`config.mk`:
```
export PLATFORM = sky130hd
export DESIGN_NAME = fifo_wr_arbiter_flat
export DESIGN_NICKNAME = d
export VERILOG_FILES = /design/src/rtl/fifo_wr_arbiter_if.sv /design/src/rtl/fifo_wr_arbiter.sv /design/src/flat_wrapper.sv
export SDC_FILE = /design/constraint.sdc
export NUM_CORES = 1
export LEC_CHECK = 0
export BUFFER_PORTS_ARGS = -buffer_cell sky130_fd_sc_hd__buf_2
export CORE_MARGIN = 2
export CORE_UTILIZATION = 36
export CTS_CLUSTER_DIAMETER = 120
export CTS_CLUSTER_SIZE = 28
export DETAILED_ROUTE_END_ITERATION = 8
export PLACE_DENSITY_LB_ADDON = 0.1
export SYNTH_ARGS = -nofsm -noshare
export SYNTH_HDL_FRONTEND = slang
export SYNTH_SLANG_ARGS = --single-unit
```
`constraint.sdc`:
```
create_clock -name wclk -period 1.95 [get_ports wclk]
set_clock_uncertainty 0.05 [all_clocks]
set_input_delay 0.195 -clock wclk [delete_from_list [all_inputs] [get_ports wclk]]
set_output_delay 0.195 -clock wclk [all_outputs]
set_load 0.05 [all_outputs]
```
`src/rtl/fifo_wr_arbiter_if.sv`:
```
// Write-port bundle between the producers, the round-robin arbiter and the async FIFO write side.
// The master modport is the arbiter's view of the bundle.
interface fifo_wr_arbiter_if #(
  parameter int NUM_REQ         = 4,
  parameter int FIFO_DATA_WIDTH = 8
);
  localparam int GW = $clog2(NUM_REQ);

  logic [NUM_REQ-1:0]                 req_valid;
  logic [NUM_REQ-1:0]                 req_last;
  logic [NUM_REQ*FIFO_DATA_WIDTH-1:0] req_data;
  logic [NUM_REQ-1:0]                 req_ready;
  logic                               winc;
  logic [FIFO_DATA_WIDTH-1:0]         wdata;
  logic                               wfull;
  logic [GW-1:0]                      grant_id;
  logic                               busy;

  modport master (
    input  req_valid, req_last, req_data, wfull,
    output req_ready, winc, wdata, grant_id, busy
  );

  modport slave (
    output req_valid, req_last, req_data, wfull,
    input  req_ready, winc, wdata, grant_id, busy
  );
endinterface

```
`src/rtl/fifo_wr_arbiter.sv`:
```
// Round-robin, packet-locked arbiter sharing the async FIFO write port among NUM_REQ producers.
// A grant holds until a last beat or MAX_BURST beats; one idle cycle is spent per arbitration.
module fifo_wr_arbiter #(
  parameter int NUM_REQ         = 4,
  parameter int FIFO_DATA_WIDTH = 8,
  parameter int MAX_BURST       = 16
) (
  input  logic               wclk,
  input  logic               wrst,
  fifo_wr_arbiter_if.master  bus
);
  localparam int GW = $clog2(NUM_REQ);
  localparam int CW = $clog2(MAX_BURST + 1);

  typedef enum logic [0:0] {
    IDLE  = 1'b0,
    BURST = 1'b1
  } state_t;

  state_t                     state_r, state_s;
  logic [GW-1:0]              grant_id_r, grant_id_s;
  logic [GW-1:0]              last_grant_r, last_grant_s;
  logic [CW-1:0]              beat_cnt_r, beat_cnt_s;

  logic                       busy_s;
  logic                       xfer_s;
  logic                       end_s;
  logic                       found_s;
  logic [GW-1:0]              pick_s;
  logic [GW:0]                cand_sum_s;
  logic [GW-1:0]              cand_s;
  logic                       sel_valid_s;
  logic                       sel_last_s;
  logic [FIFO_DATA_WIDTH-1:0] sel_data_s;
  logic [NUM_REQ-1:0]         ready_s;

  assign busy_s      = (state_r == BURST);
  assign sel_valid_s = bus.req_valid[grant_id_r];
  assign sel_last_s  = bus.req_last[grant_id_r];
  assign sel_data_s  = bus.req_data[grant_id_r*FIFO_DATA_WIDTH +: FIFO_DATA_WIDTH];
  assign xfer_s      = busy_s & sel_valid_s & ~bus.wfull;
  assign end_s       = sel_last_s | (beat_cnt_r == CW'(MAX_BURST - 1));

  // Round-robin search starting just after the previous winner, wrapping modulo NUM_REQ.
  always_comb begin
    found_s    = 1'b0;
    pick_s     = '0;
    cand_sum_s = '0;
    cand_s     = '0;
    for (int k = 1; k <= NUM_REQ; k++) begin
      cand_sum_s = {1'b0, last_grant_r} + (GW+1)'(k);
      if (cand_sum_s >= (GW+1)'(NUM_REQ)) begin
        cand_s = GW'(cand_sum_s - (GW+1)'(NUM_REQ));
      end else begin
        cand_s = GW'(cand_sum_s);
      end
      if (!found_s && bus.req_valid[cand_s]) begin
        found_s = 1'b1;
        pick_s  = cand_s;
      end else begin
        found_s = found_s;
      end
    end
  end

  // Next-state logic for the IDLE/BURST grant FSM.
  always_comb begin
    state_s      = state_r;
    grant_id_s   = grant_id_r;
    last_grant_s = last_grant_r;
    beat_cnt_s   = beat_cnt_r;
    case (state_r)
      IDLE: begin
        if (found_s) begin
          grant_id_s = pick_s;
          beat_cnt_s = '0;
          state_s    = BURST;
        end else begin
          state_s = IDLE;
        end
      end
      BURST: begin
        if (xfer_s && end_s) begin
          last_grant_s = grant_id_r;
          beat_cnt_s   = '0;
          state_s      = IDLE;
        end else if (xfer_s) begin
          beat_cnt_s = beat_cnt_r + CW'(1);
        end else begin
          beat_cnt_s = beat_cnt_r;
        end
      end
      default: begin
        state_s = IDLE;
      end
    endcase
  end

  // FSM state, grant and burst counter registers.
  always_ff @(posedge wclk or posedge wrst) begin
    if (wrst) begin
      state_r      <= IDLE;
      grant_id_r   <= '0;
      last_grant_r <= GW'(NUM_REQ - 1);
      beat_cnt_r   <= '0;
    end else begin
      state_r      <= state_s;
      grant_id_r   <= grant_id_s;
      last_grant_r <= last_grant_s;
      beat_cnt_r   <= beat_cnt_s;
    end
  end

  // Only the granted requester sees ready, and only while the FIFO has room.
  always_comb begin
    ready_s = '0;
    for (int i = 0; i < NUM_REQ; i++) begin
      ready_s[i] = busy_s & (grant_id_r == GW'(i)) & ~bus.wfull;
    end
  end

  assign bus.req_ready = ready_s;
  assign bus.winc      = xfer_s;
  assign bus.wdata     = xfer_s ? sel_data_s : {FIFO_DATA_WIDTH{1'b0}};
  assign bus.grant_id  = grant_id_r;
  assign bus.busy      = busy_s;
endmodule

```
`src/flat_wrapper.sv`:
```
// flat-port wrapper written by rule: the top's interface ports become plain ports
module fifo_wr_arbiter_flat 
#(
  parameter int NUM_REQ         = 4,
  parameter int FIFO_DATA_WIDTH = 8,
  parameter int MAX_BURST       = 16
)
  (wclk, wrst, bus_req_valid, bus_req_last, bus_req_data, bus_wfull, bus_req_ready, bus_winc, bus_wdata, bus_grant_id, bus_busy);
  fifo_wr_arbiter_if #(.NUM_REQ(NUM_REQ), .FIFO_DATA_WIDTH(FIFO_DATA_WIDTH)) bus_i ();
  input  logic wclk;
  input  logic wrst;
  input wire logic [$bits(bus_i.req_valid)-1:0] bus_req_valid;
  input wire logic [$bits(bus_i.req_last)-1:0] bus_req_last;
  input wire logic [$bits(bus_i.req_data)-1:0] bus_req_data;
  input wire logic [$bits(bus_i.wfull)-1:0] bus_wfull;
  output wire logic [$bits(bus_i.req_ready)-1:0] bus_req_ready;
  output wire logic [$bits(bus_i.winc)-1:0] bus_winc;
  output wire logic [$bits(bus_i.wdata)-1:0] bus_wdata;
  output wire logic [$bits(bus_i.grant_id)-1:0] bus_grant_id;
  output wire logic [$bits(bus_i.busy)-1:0] bus_busy;
  assign bus_i.req_valid = bus_req_valid;
  assign bus_i.req_last = bus_req_last;
  assign bus_i.req_data = bus_req_data;
  assign bus_i.wfull = bus_wfull;
  assign bus_req_ready = bus_i.req_ready;
  assign bus_winc = bus_i.winc;
  assign bus_wdata = bus_i.wdata;
  assign bus_grant_id = bus_i.grant_id;
  assign bus_busy = bus_i.busy;
  fifo_wr_arbiter #(.NUM_REQ(NUM_REQ), .FIFO_DATA_WIDTH(FIFO_DATA_WIDTH), .MAX_BURST(MAX_BURST)) u_core (.wclk(wclk), .wrst(wrst), .bus(bus_i));
endmodule
```
# After elaboration in Yosys (flattened, before gate mapping)
# Index checks and enable logic that the tools add are counted.
# Widths: inputs -> output; s select.
[word_totals]
ff_bits = 10
rom_bits = 0
latch_bits = 0
elab_cells = 85
mem_count = 0
ram_bits = 0
output_inout_bits = 16
input_bits = 43
[classes]
eq_ne = 6
n_reduce_logical = 11
bitwise_logic = 13
addsub = 9
magnitude_cmp = 9
muxes = 32
shifts = 1
div = 0
multipliers = 0
[ops]
columns = ["operator", "n"]
rows = [
  ["$shiftx 32x6->8", 1],
  ["$mux 2", 8],
  ["$lt 2x3->1 const B", 5],
  ["$mux 5", 3],
  ["$bmux 1 s2", 6],
  ["$ge 3x3->1 const B", 4],
  ["$mux 1", 12],
  ["$and 1x1->1", 10],
  ["$pmux 5 s2", 1],
  ["$mux 8", 1],
  ["$sub 2x1->2 const B", 4],
  ["$add 2x2->3 const B", 2],
  ["$reduce_and 2->1", 3],
  ["$add 5x1->5 const B", 1],
  ["$eq 5x4->1 const B", 1],
  ["$eq 2x2->1 const B", 2],
  ["$logic_and 1x1->1", 4],
  ["$add 2x1->3 const B", 1],
  ["$add 2x3->3 const B", 1],
  ["$logic_not 1->1", 3],
  ["$ne 3x3->1 const B", 1],
  ["$eq 2x1->1 const B", 1],
  ["$logic_not 2->1", 1],
  ["$ne 2x1->1 const B", 1],
  ["3 further kinds", 4],
]

# Longest topological paths before layout
# Gate-level depths: netlist of run 1.
[logic_depth]
depth_word = 17
depth_mapped = 7
depth_no_buf = 7

# Least setup slack after synthesis of run 1
# OpenSTA, ideal clock, no wires.
[synth_timing]
kind = "register -> output"
startpoint = "register u_core.grant_id_r[1], in the netlist u_core.bus.grant_id[1]"
endpoint = "output bus_req_ready[0]"
path_slack_ps = -856
arrival_time_ps = 2561
path_stages_with_launch = 4
path_cell_list = "dfrtp_1 > buf_2 > buf_1 > nor4_1"
[synth_via]
elab_chain_cells = 3
[synth_rtl]
columns = ["item", "line", "text"]
rows = [
  ["start: declaration", "fifo_wr_arbiter.sv:21", "logic [GW-1:0] grant_id_r, grant_id_s;"],
  ["start signal: assignment", "fifo_wr_arbiter.sv:108", "grant_id_r <= grant_id_s;"],
  ["$logic_not 2->1", "fifo_wr_arbiter.sv:118", "ready_s[i] = busy_s & (grant_id_r == GW'(i)) & ~bus.wfull;"],
  ["$and 1x1->1 (2 in a row)", "fifo_wr_arbiter.sv:118", ""],
  ["end: declaration", "flat_wrapper.sv:16", "output wire logic [$bits(bus_i.req_ready)-1:0] bus_req_ready;"],
]
# No other way between the ends.

# Worst setup path after layout of run 1
[layout_timing]
startpoint = "register u_core.grant_id_r[0], in the netlist u_core.bus.grant_id[0]"
endpoint = "output bus_wdata[2]"
[layout_via]
elab_chain_cells = 5
[layout_rtl]
columns = ["item", "line", "text"]
rows = [
  ["branches (longest 4 deep; another with $shiftx 32x6->8)", "-", ""],
  ["$mux 8 (*)", "fifo_wr_arbiter.sv:124", "assign bus.wdata = xfer_s ? sel_data_s : {FIFO_DATA_WIDTH{1'b0}};"],
  ["end: declaration", "flat_wrapper.sv:18", "output wire logic [$bits(bus_i.wdata)-1:0] bus_wdata;"],
]
# Mark *: on every way between the ends. The select of a mux whose other input is x is not followed.

==> results.cfg, run 1 <==
[timing]
period_needed_ns = 2.000
rsz0062_at_grt = true
hold_violations = 0
relSlewSlack_pct = 75.31
clock.fmax_ghz = 0.5001
tightest_slew_ns = 0.3699
setup_ws_ns = -0.04951
fin_tns_setup_ns = -0.2727
fin_crit_sh_pct = 102.5
setup_viol = 8
finalMaxSlewViolations = 0
holdWs_ns = 0.2428

[detailed_routing]
drt_iter0_drc = 33
routed_wl_um = 3074
wl_met1_um = 1218
via_per_inst = 5.399
top_layer_used = met4
wl_per_cell_um = 15.14
via_count = 1096
dr_wl_met3_um = 194
ant_nets = 0
route.met2.wl_um = 1598
dr.pass1.iters = 4
drc_errors = 0

[synthesis]
yosysWarnings = 0
synthFlopType = dfrtp_1
synth-seq-cells = 10
yosysTopAreaCellShare_pct = 20.08
syn_inst = 99
synth_area_leaders = dfrtp_1 20%, mux4_2 11%, mux4_1 11%, and3_1 6.9%, dfstp_2 5.3%
ys_top_cells_by_count = 11 x and3_1, 9 x nand2_1, 8 x dfrtp_1, 7 x nor2_1, 7 x nor2b_1
ys_types = 34
syn_nets = 144
ys_seq_area_share_pct = 25.35
synth_area_per_cell_sq_um = 10.07
yosysMostFrequentCell = and3_1
synth-edff-count = 0
synth_area_leader_cell = dfrtp_1
netlist_area_sq_um = 997.2
ys_async_sr_fraction_pct = 100.0

[layout]
final_util_pct = 59.80
fin_cells = 203
fin_nets = 218
diodes = 0
area_delta_synth_final_pct = 61.10
drive_gt1_share_pct = 65.12

[critical_path]
path_max_fanout = 7
arrival_ns = 1.75
critical_path_class = reg -> out
crit_slowest_cell = mux4_2
cpMostUsedCell = buf_6
cp-start-kind = flip-flop
path_buf_inv = 2
crit_family = multiplexers
critical_path.max_stage_delay_ns = 0.51
cp-end-kind = output pin
crit_chain = buf_6 -> mux4_2 -> and3_4 -> buf_6
worstPathRequired_ns = 1.70

[flow_run]
maxCapViolCount = 0

[placement]
gp_congestion = 0.8143
dp.cells = 189
dp_hpwl_um = 2180
port-buffer-count = 58

[clocking]
cts.path.max_buffers = 2
cts_tree = yes
htree_levels = 1
cts_root_buf = clkbuf_4
path_clk_slew_ns = 0.07
clock_sinks = 10
clk_latency_ns = 0.26
cts_made_buffers = 3

[global_routing]
grt_overflow = 0
grt_max_degree = 14
grt_pass1_wl_um = 5181
antenna_found_initial = 0
grt_util_all_layers_pct = 20.56
first_global_vias = 1137

[min_path]
hold_class = in -> reg

[floorplan]
dieArea_sq_um = 3207
start_util_pct = 37.12
fp.coreArea_sq_um = 2686
die_y_um = 56.63
fp-row-count = 19
fp.dieW_um = 56.63
ios = 59

[status]
status = complete, but fails checks
violations = setup timing

[pwr]
power_mw = 2.394
p_per_area_nw_per_um2 = 1490
peakVddDrop_mv = 0.9201
power.leakage_nw = 0.7716
[timing repair]
action,CTS,global route
hold buffers,1,0
cloned,1,0
pin swaps,5,1
setup endpoints to repair,10,13
endpoints found under the hold margin,8,0
setup buffers,5,3
resized for setup,37,5
[where the power goes]
| group | leakage [nW] | internal, mW | total, mW | switching [mW] |
|---|---|---|---|---|
| registers | 0.116 | 0.319 | 0.465 | 0.146 |
| clock network | 0.0210 | 0.113 | 0.190 | 0.0764 |
| logic | 0.635 | 0.834 | 1.74 | 0.905 |
[cells by family (layout without fill, tap and decap cells)]
logic type / after synthesis / after routing / synth area share (%)
AND/OR/NAND/NOR: 44 / 44 / 24.22
AO/OA/AOI/OAI: 17 / 17 / 12.92
multiplexers: 16 / 17 / 30.24
flip-flops: 10 / 10 / 25.34
buffers and inverters: 10 / 82 / 4.767
adder cells (fa/ha/maj): 2 / 2 / 2.509
[sequential cells by signal, indices dropped and copies added (netlist names)]
signal / cells
u_core.bus.grant_id: 2
u_core.bus.busy: 1
u_core.beat_cnt_r: 5
u_core.last_grant_r: 2
[worst reg2reg max path: cells and delay by family, from the launching register on]
family	cells	cell delay (ns)
flops	1	0.47
mux	2	0.91
simple gates	2	0.24
buf+inv	1	0.12
[cell usage in the layout (no fill, tap or decap), types with 2 or more instances in the layout]
cell,Yosys,layout
o211ai_1,2,2
buf_8,0,5
and3_4,0,8
nor2_1,7,6
o2111ai_1,2,2
mux4_2,5,10
mux2_4,2,2
nor2b_1,7,7
inv_1,5,4
mux2_2,3,3
dfrtp_2,0,2
dfrtp_1,8,6
buf_4,0,12
dfstp_2,2,2
and3_1,11,3
nand3_1,2,2
mux2i_1,2,2
buf_2,2,49
o21ai_0,6,5
nand2b_1,2,2
buf_6,1,6
nand2_1,9,9
clkbuf_4,0,3
[stage by stage]
| step | setup slack, ns | area (sq um) |
|---|---|---|
| floorplan | -0.1318 | 1026 |
| global placement | 0.1285 | 1368 |
| detailed placement | 0.02245 | 1368 |
| CTS | -0.06619 | 1573 |
| global route | -0.1065 | 1607 |
| finish | -0.04951 | 1607 |
[path summary, 6_finish.rpt]
check                                       start                      to  slack (ns)  depth (start not counted)
max                        u_core.bus.grant_id[0]            bus_wdata[2]       -0.05                          4
min                              bus_req_valid[2]  u_core.bus.grant_id[1]        0.24                          3
max reg2reg                u_core.bus.grant_id[0]  u_core.last_grant_r[1]        0.08                          5
min reg2reg                  u_core.beat_cnt_r[4]    u_core.beat_cnt_r[4]        0.43                          2
max in group asynchronous                    wrst  u_core.last_grant_r[0]        1.15                          3
min in group asynchronous                    wrst         u_core.bus.busy        0.39                          3
[cell type report]
cell class,instances,area [sq um]
repair buffers,73,488.0
multi-input cells,80,769.5
inverters,5,18.77
flip-flops and latches,10,255.2
fillers,249,1080
well taps,31,38.79
clock buffers,4,36.28
[metal layers]
layer | track usage (%) | up-vias
met3 | 2.765 | 6
met4 | 8.844 | 0
li1 | - | 528
met2 | 37.21 | 50
met1 | 23.91 | 512
met5 | 0 | -
Power figures use the tool's default switching activity.
==> run 2: changes to the inputs <==
clock period = 2.5 ns   (was 1.95 ns; I/O delays follow)
==> run 2 against run 1 <==
  * Cell count decreased by 6.4%
  * Routed wire length decreased by 16%
  * The run now ends clean
  * Clock power decreased by 22%
  * Critical path type unchanged
==> results.cfg, run 2 (synthesis gave the netlist of run 1 again) <==
[timing]
finalMaxSlewViolations = 0
tightest_slew_ns = 0.5632
fin_tns_setup_ns = 0
rsz0062_at_grt = false
setup_viol = 0
clock.fmax_ghz = 0.4439
relSlewSlack_pct = 62.06
hold_violations = 0
period_needed_ns = 2.253
fin_crit_sh_pct = 90.12

[critical_path]
cp-start-kind = flip-flop
critical_path_class = reg -> out
worstPathRequired_ns = 2.20
path_max_fanout = 14
cp-end-kind = output pin
arrival_ns = 1.95

[layout]
diodes = 0
largest_register_ff_count = 5
regMostFlops = u_core.beat_cnt_r
fin_area_sq_um = 1366
drive_gt1_share_pct = 51.57
final_common_cell = buf_2
fin_nets = 205
area_delta_synth_final_pct = 37.01
layout_common_cells = 58 x buf_2, 11 x and3_1, 9 x nand2_1

[clocking]
post_cts.repair.setup_buffers = 0
clock_sinks = 10
cts_tree = yes
clk_latency_ns = 0.28
path_clk_slew_ns = 0.07
cts_made_buffers = 3
cts_root_buf = clkbuf_4
cts.path.max_buffers = 2
htree_levels = 1

[placement]
port-buffer-count = 58
dp_hpwl_um = 2074
place_area_sq_um = 1319
gp_congestion = 0.7607

[pwr]
power.leakage_nw = 0.7224
peakVddDrop_mv = 0.6867
p_per_area_nw_per_um2 = 1111

[detailed_routing]
drc_errors = 0
ant_nets = 0
via_per_inst = 5.284
drt_iter0_drc = 19
top_layer_used = met4
route.met2.wl_um = 1265
via_count = 1004
wl_per_cell_um = 13.53
routed_wl_um = 2570
wl_met1_um = 1070
dr.pass1.iters = 4
dr_wl_met3_um = 197

[global_routing]
grt_overflow = 0
grt_pass1_wl_um = 4298
grt_max_degree = 15
antenna_found_initial = 0
grt_util_all_layers_pct = 16.73
first_global_vias = 1010

[floorplan]
dieArea_sq_um = 3207
fp.dieW_um = 56.63
start_util_pct = 37.12
fp-row-count = 19
ios = 59
fp.coreArea_sq_um = 2686
die_y_um = 56.63

[status]
status = complete, no violations

[flow_run]
maxCapViolCount = 0

[min_path]
hold_class = in -> reg
-- run 2: cell count changes in the layout (fill, tap and decap cells not counted), sizes merged --
cell,before,now
buf,72,60
mux4,10,9
-- run 2: layout make-up --
class | instances | area, sq um
clock buffer | 4 | 36.28
fill | 254 | 1320
inverter | 5 | 18.77
multi-input combinational | 79 | 703.2
sequential | 10 | 254.0
tap | 31 | 38.79
timing repair buffer | 61 | 315.3
-- run 2: path summary, 6_finish.rpt --
path                            depth (start not counted)  slack (ns)                      to              startpoint
min in group asynchronous                               3        0.42    u_core.beat_cnt_r[2]                    wrst
worst max register to register                          7        0.43    u_core.beat_cnt_r[1]    u_core.beat_cnt_r[0]
worst min register to register                          2        0.43    u_core.beat_cnt_r[4]    u_core.beat_cnt_r[4]
worst max-delay path                                    4        0.25            bus_wdata[3]  u_core.bus.grant_id[0]
worst min-delay path                                    3        0.27  u_core.bus.grant_id[1]        bus_req_valid[2]
max in group asynchronous                               3        1.66  u_core.last_grant_r[1]                    wrst
-- run 2: routing by layer --
layer | up-vias | global-route usage (%)
li1 | 501 | -
met1 | 459 | 19.94
met2 | 40 | 29.40
met3 | 4 | 3.456
met4 | 0 | 6.122
met5 | - | 0
-- run 2: timing repair --
item | CTS | global route
resized for setup | 0 | 1
endpoints found under the hold margin | 8 | 0
setup endpoints to repair | 0 | 6
hold buffers | 1 | 0
-- run 2: through the flow --
step	utilization, %	setup WS [ns]	total power [mW]	std cells	hold slack (ns)
after floorplan	-	0.1962	1.168	99	0.03875
after global placement	49.09	0.3814	1.367	185	0.1910
after detailed placement	49.09	0.3391	1.387	185	0.1917
after CTS	50.82	0.03389	1.540	190	0.2674
after global routing	50.86	0.1296	1.640	190	0.2613
final	50.86	0.2471	1.518	190	0.2672
-- run 2: report_power, final --
group,leakage (nW),internal [mW],switching (mW)
Sequential,0.117,0.246,0.131
Combinational,0.584,0.415,0.578
Clock,0.0210,0.0886,0.0594
Total,0.722,0.750,0.768
-- run 2: worst max-delay path: stages (launching register included) --
cell and delay [ns]:
dfrtp_2 0.55, buf_4 0.23, mux4_2 0.50, and3_1 0.19, buf_2 0.20
==> run 3: changes to the inputs <==
GPL_TIMING_DRIVEN = 1   (was not set)
PLACE_DENSITY = 0.68   (was not set)
PLACE_DENSITY_LB_ADDON = not set   (was 0.1)
==> run 3 against run 2 <==
  * Power grew 1.7%
  * Sequential share of layout area fell by 0.18 points
  * Clock power about the same
  * Hold slack better by 0.0098 ns
==> results.cfg, run 3 (synthesis gave the netlist of run 1 again) <==
[status]
status = complete, no violations

[timing]
setup_viol = 0
fin_crit_sh_pct = 88.37
tightest_slew_ns = 0.5246
hold_violations = 0
fin_tns_setup_ns = 0
clock.fmax_ghz = 0.4526
period_needed_ns = 2.209
finalMaxSlewViolations = 0
rsz0062_at_grt = false
relSlewSlack_pct = 64.66

[critical_path]
path_buf_inv = 2
worstPathRequired_ns = 2.20
cp-end-kind = output pin
crit_slowest_cell = dfrtp_1
crit_chain = mux4_2 -> nand2_2 -> inv_1 -> buf_2
cp-start-kind = flip-flop
path_max_fanout = 15
arrival_ns = 1.91
crit_family = flip-flops
critical_path.max_stage_delay_ns = 0.66
critical_path_class = reg -> out

[floorplan]
fp.coreArea_sq_um = 2686
ios = 59
dieArea_sq_um = 3207
fp.dieW_um = 56.63
start_util_pct = 37.12
fp-row-count = 19
die_y_um = 56.63

[clocking]
clk_latency_ns = 0.27
cts_tree = yes
cts_made_buffers = 3
path_clk_slew_ns = 0.07
cts.path.max_buffers = 2
clock_sinks = 10
cts_root_buf = clkbuf_4
cts_resized = 0
htree_levels = 1

[detailed_routing]
drt_iter0_drc = 79
wl_per_cell_um = 13.92
ant_nets = 0
via_per_inst = 5.377
via_count = 1027
drc_errors = 0
routed_wl_um = 2659
dr.pass1.iters = 4

[pwr]
power.leakage_nw = 0.7280
p_per_area_nw_per_um2 = 1124
peakVddDrop_mv = 0.8316

[global_routing]
grt_max_degree = 16
grt_pass1_wl_um = 4353
antenna_found_initial = 0
first_global_vias = 973
grt_util_all_layers_pct = 16.95
grt_overflow = 0

[placement]
dp_hpwl_um = 2182
gp_congestion = 0.8181
dp.cells = 186
port-buffer-count = 58

[layout]
final_common_cell = buf_2
fin_nets = 206
fillers = 261
fin_cells = 191
multi_input_area_sq_um = 703.2
area_delta_synth_final_pct = 37.64
layout_common_cells = 58 x buf_2, 11 x and3_1, 9 x nand2_1
drive_gt1_share_pct = 51.25
largest_register_ff_count = 5
ff_latch_area_sq_um = 252.7
diodes = 0
regMostFlops = u_core.beat_cnt_r

[min_path]
hold_class = in -> reg

[flow_run]
maxCapViolCount = 0
[run 3: cell count changes in the layout (fill, tap and decap cells not counted), sizes merged]
| cell | change |
|---|---|
| buf | +1 |
[run 3: final timing paths]
path                                        start                      to  slack, ns  cells past startpoint
setup / recovery           u_core.bus.grant_id[1]                bus_winc       0.29                      4
hold / removal                   bus_req_valid[2]  u_core.bus.grant_id[1]       0.28                      3
setup reg to reg             u_core.beat_cnt_r[0]    u_core.beat_cnt_r[1]       0.49                      7
hold reg to reg              u_core.beat_cnt_r[4]    u_core.beat_cnt_r[4]       0.44                      2
max in group asynchronous                    wrst  u_core.last_grant_r[0]       1.66                      3
min in group asynchronous                    wrst    u_core.beat_cnt_r[3]       0.44                      3
[run 3: worst reg2reg max path, stage by stage, from the launching register on]
cell	delay (ns)
dfrtp_1	0.39
ha_1	0.18
and3_1	0.16
ha_1	0.16
nor2b_1	0.05
a22o_1	0.26
o21ai_0	0.46
o21ai_0	0.17
[run 3: through the flow]
step	utilization, %	total power, mW	setup slack [ns]	instance area [sq um]	hold WS, ns
global placement	49.37	1.373	0.5824	1326	0.1821
finish	51.09	1.543	0.2906	1373	0.2770
global route	51.09	1.649	0.1732	1373	0.2858
detailed placement	49.37	1.403	0.5073	1326	0.1848
CTS	51.09	1.553	0.3104	1373	0.2739
floorplan	-	1.168	0.1962	1003	0.03875
[run 3: metal layers]
metal,up-vias,track usage [%],share of wire [%]
met2,50,31.06,48
met4,0,3.401,0.83
met5,-,0,0
met1,474,20.29,41
met3,2,3.456,9.7
li1,501,-,-
[run 3: repair_timing]
item | in CTS | in global routing
buffers inserted | 0 | 0
hold endpoints to repair | 8 | 0
hold buffers | 1 | 0
[run 3: cell type report]
class / count / area share (%)
repair buffers: 62 / 23.52
clock buffers: 4 / 2.644
well taps: 31 / 2.826
flip-flops and latches: 10 / 18.41
multi-input cells: 79 / 51.23
inverters: 5 / 1.367
[run 3: where the power goes]
group | switching (mW) | leakage, nW | total (mW) | internal, mW
Sequential | 0.104 | 0.118 | 0.349 | 0.245
Combinational | 0.622 | 0.589 | 1.05 | 0.426
Clock | 0.0578 | 0.0210 | 0.146 | 0.0885
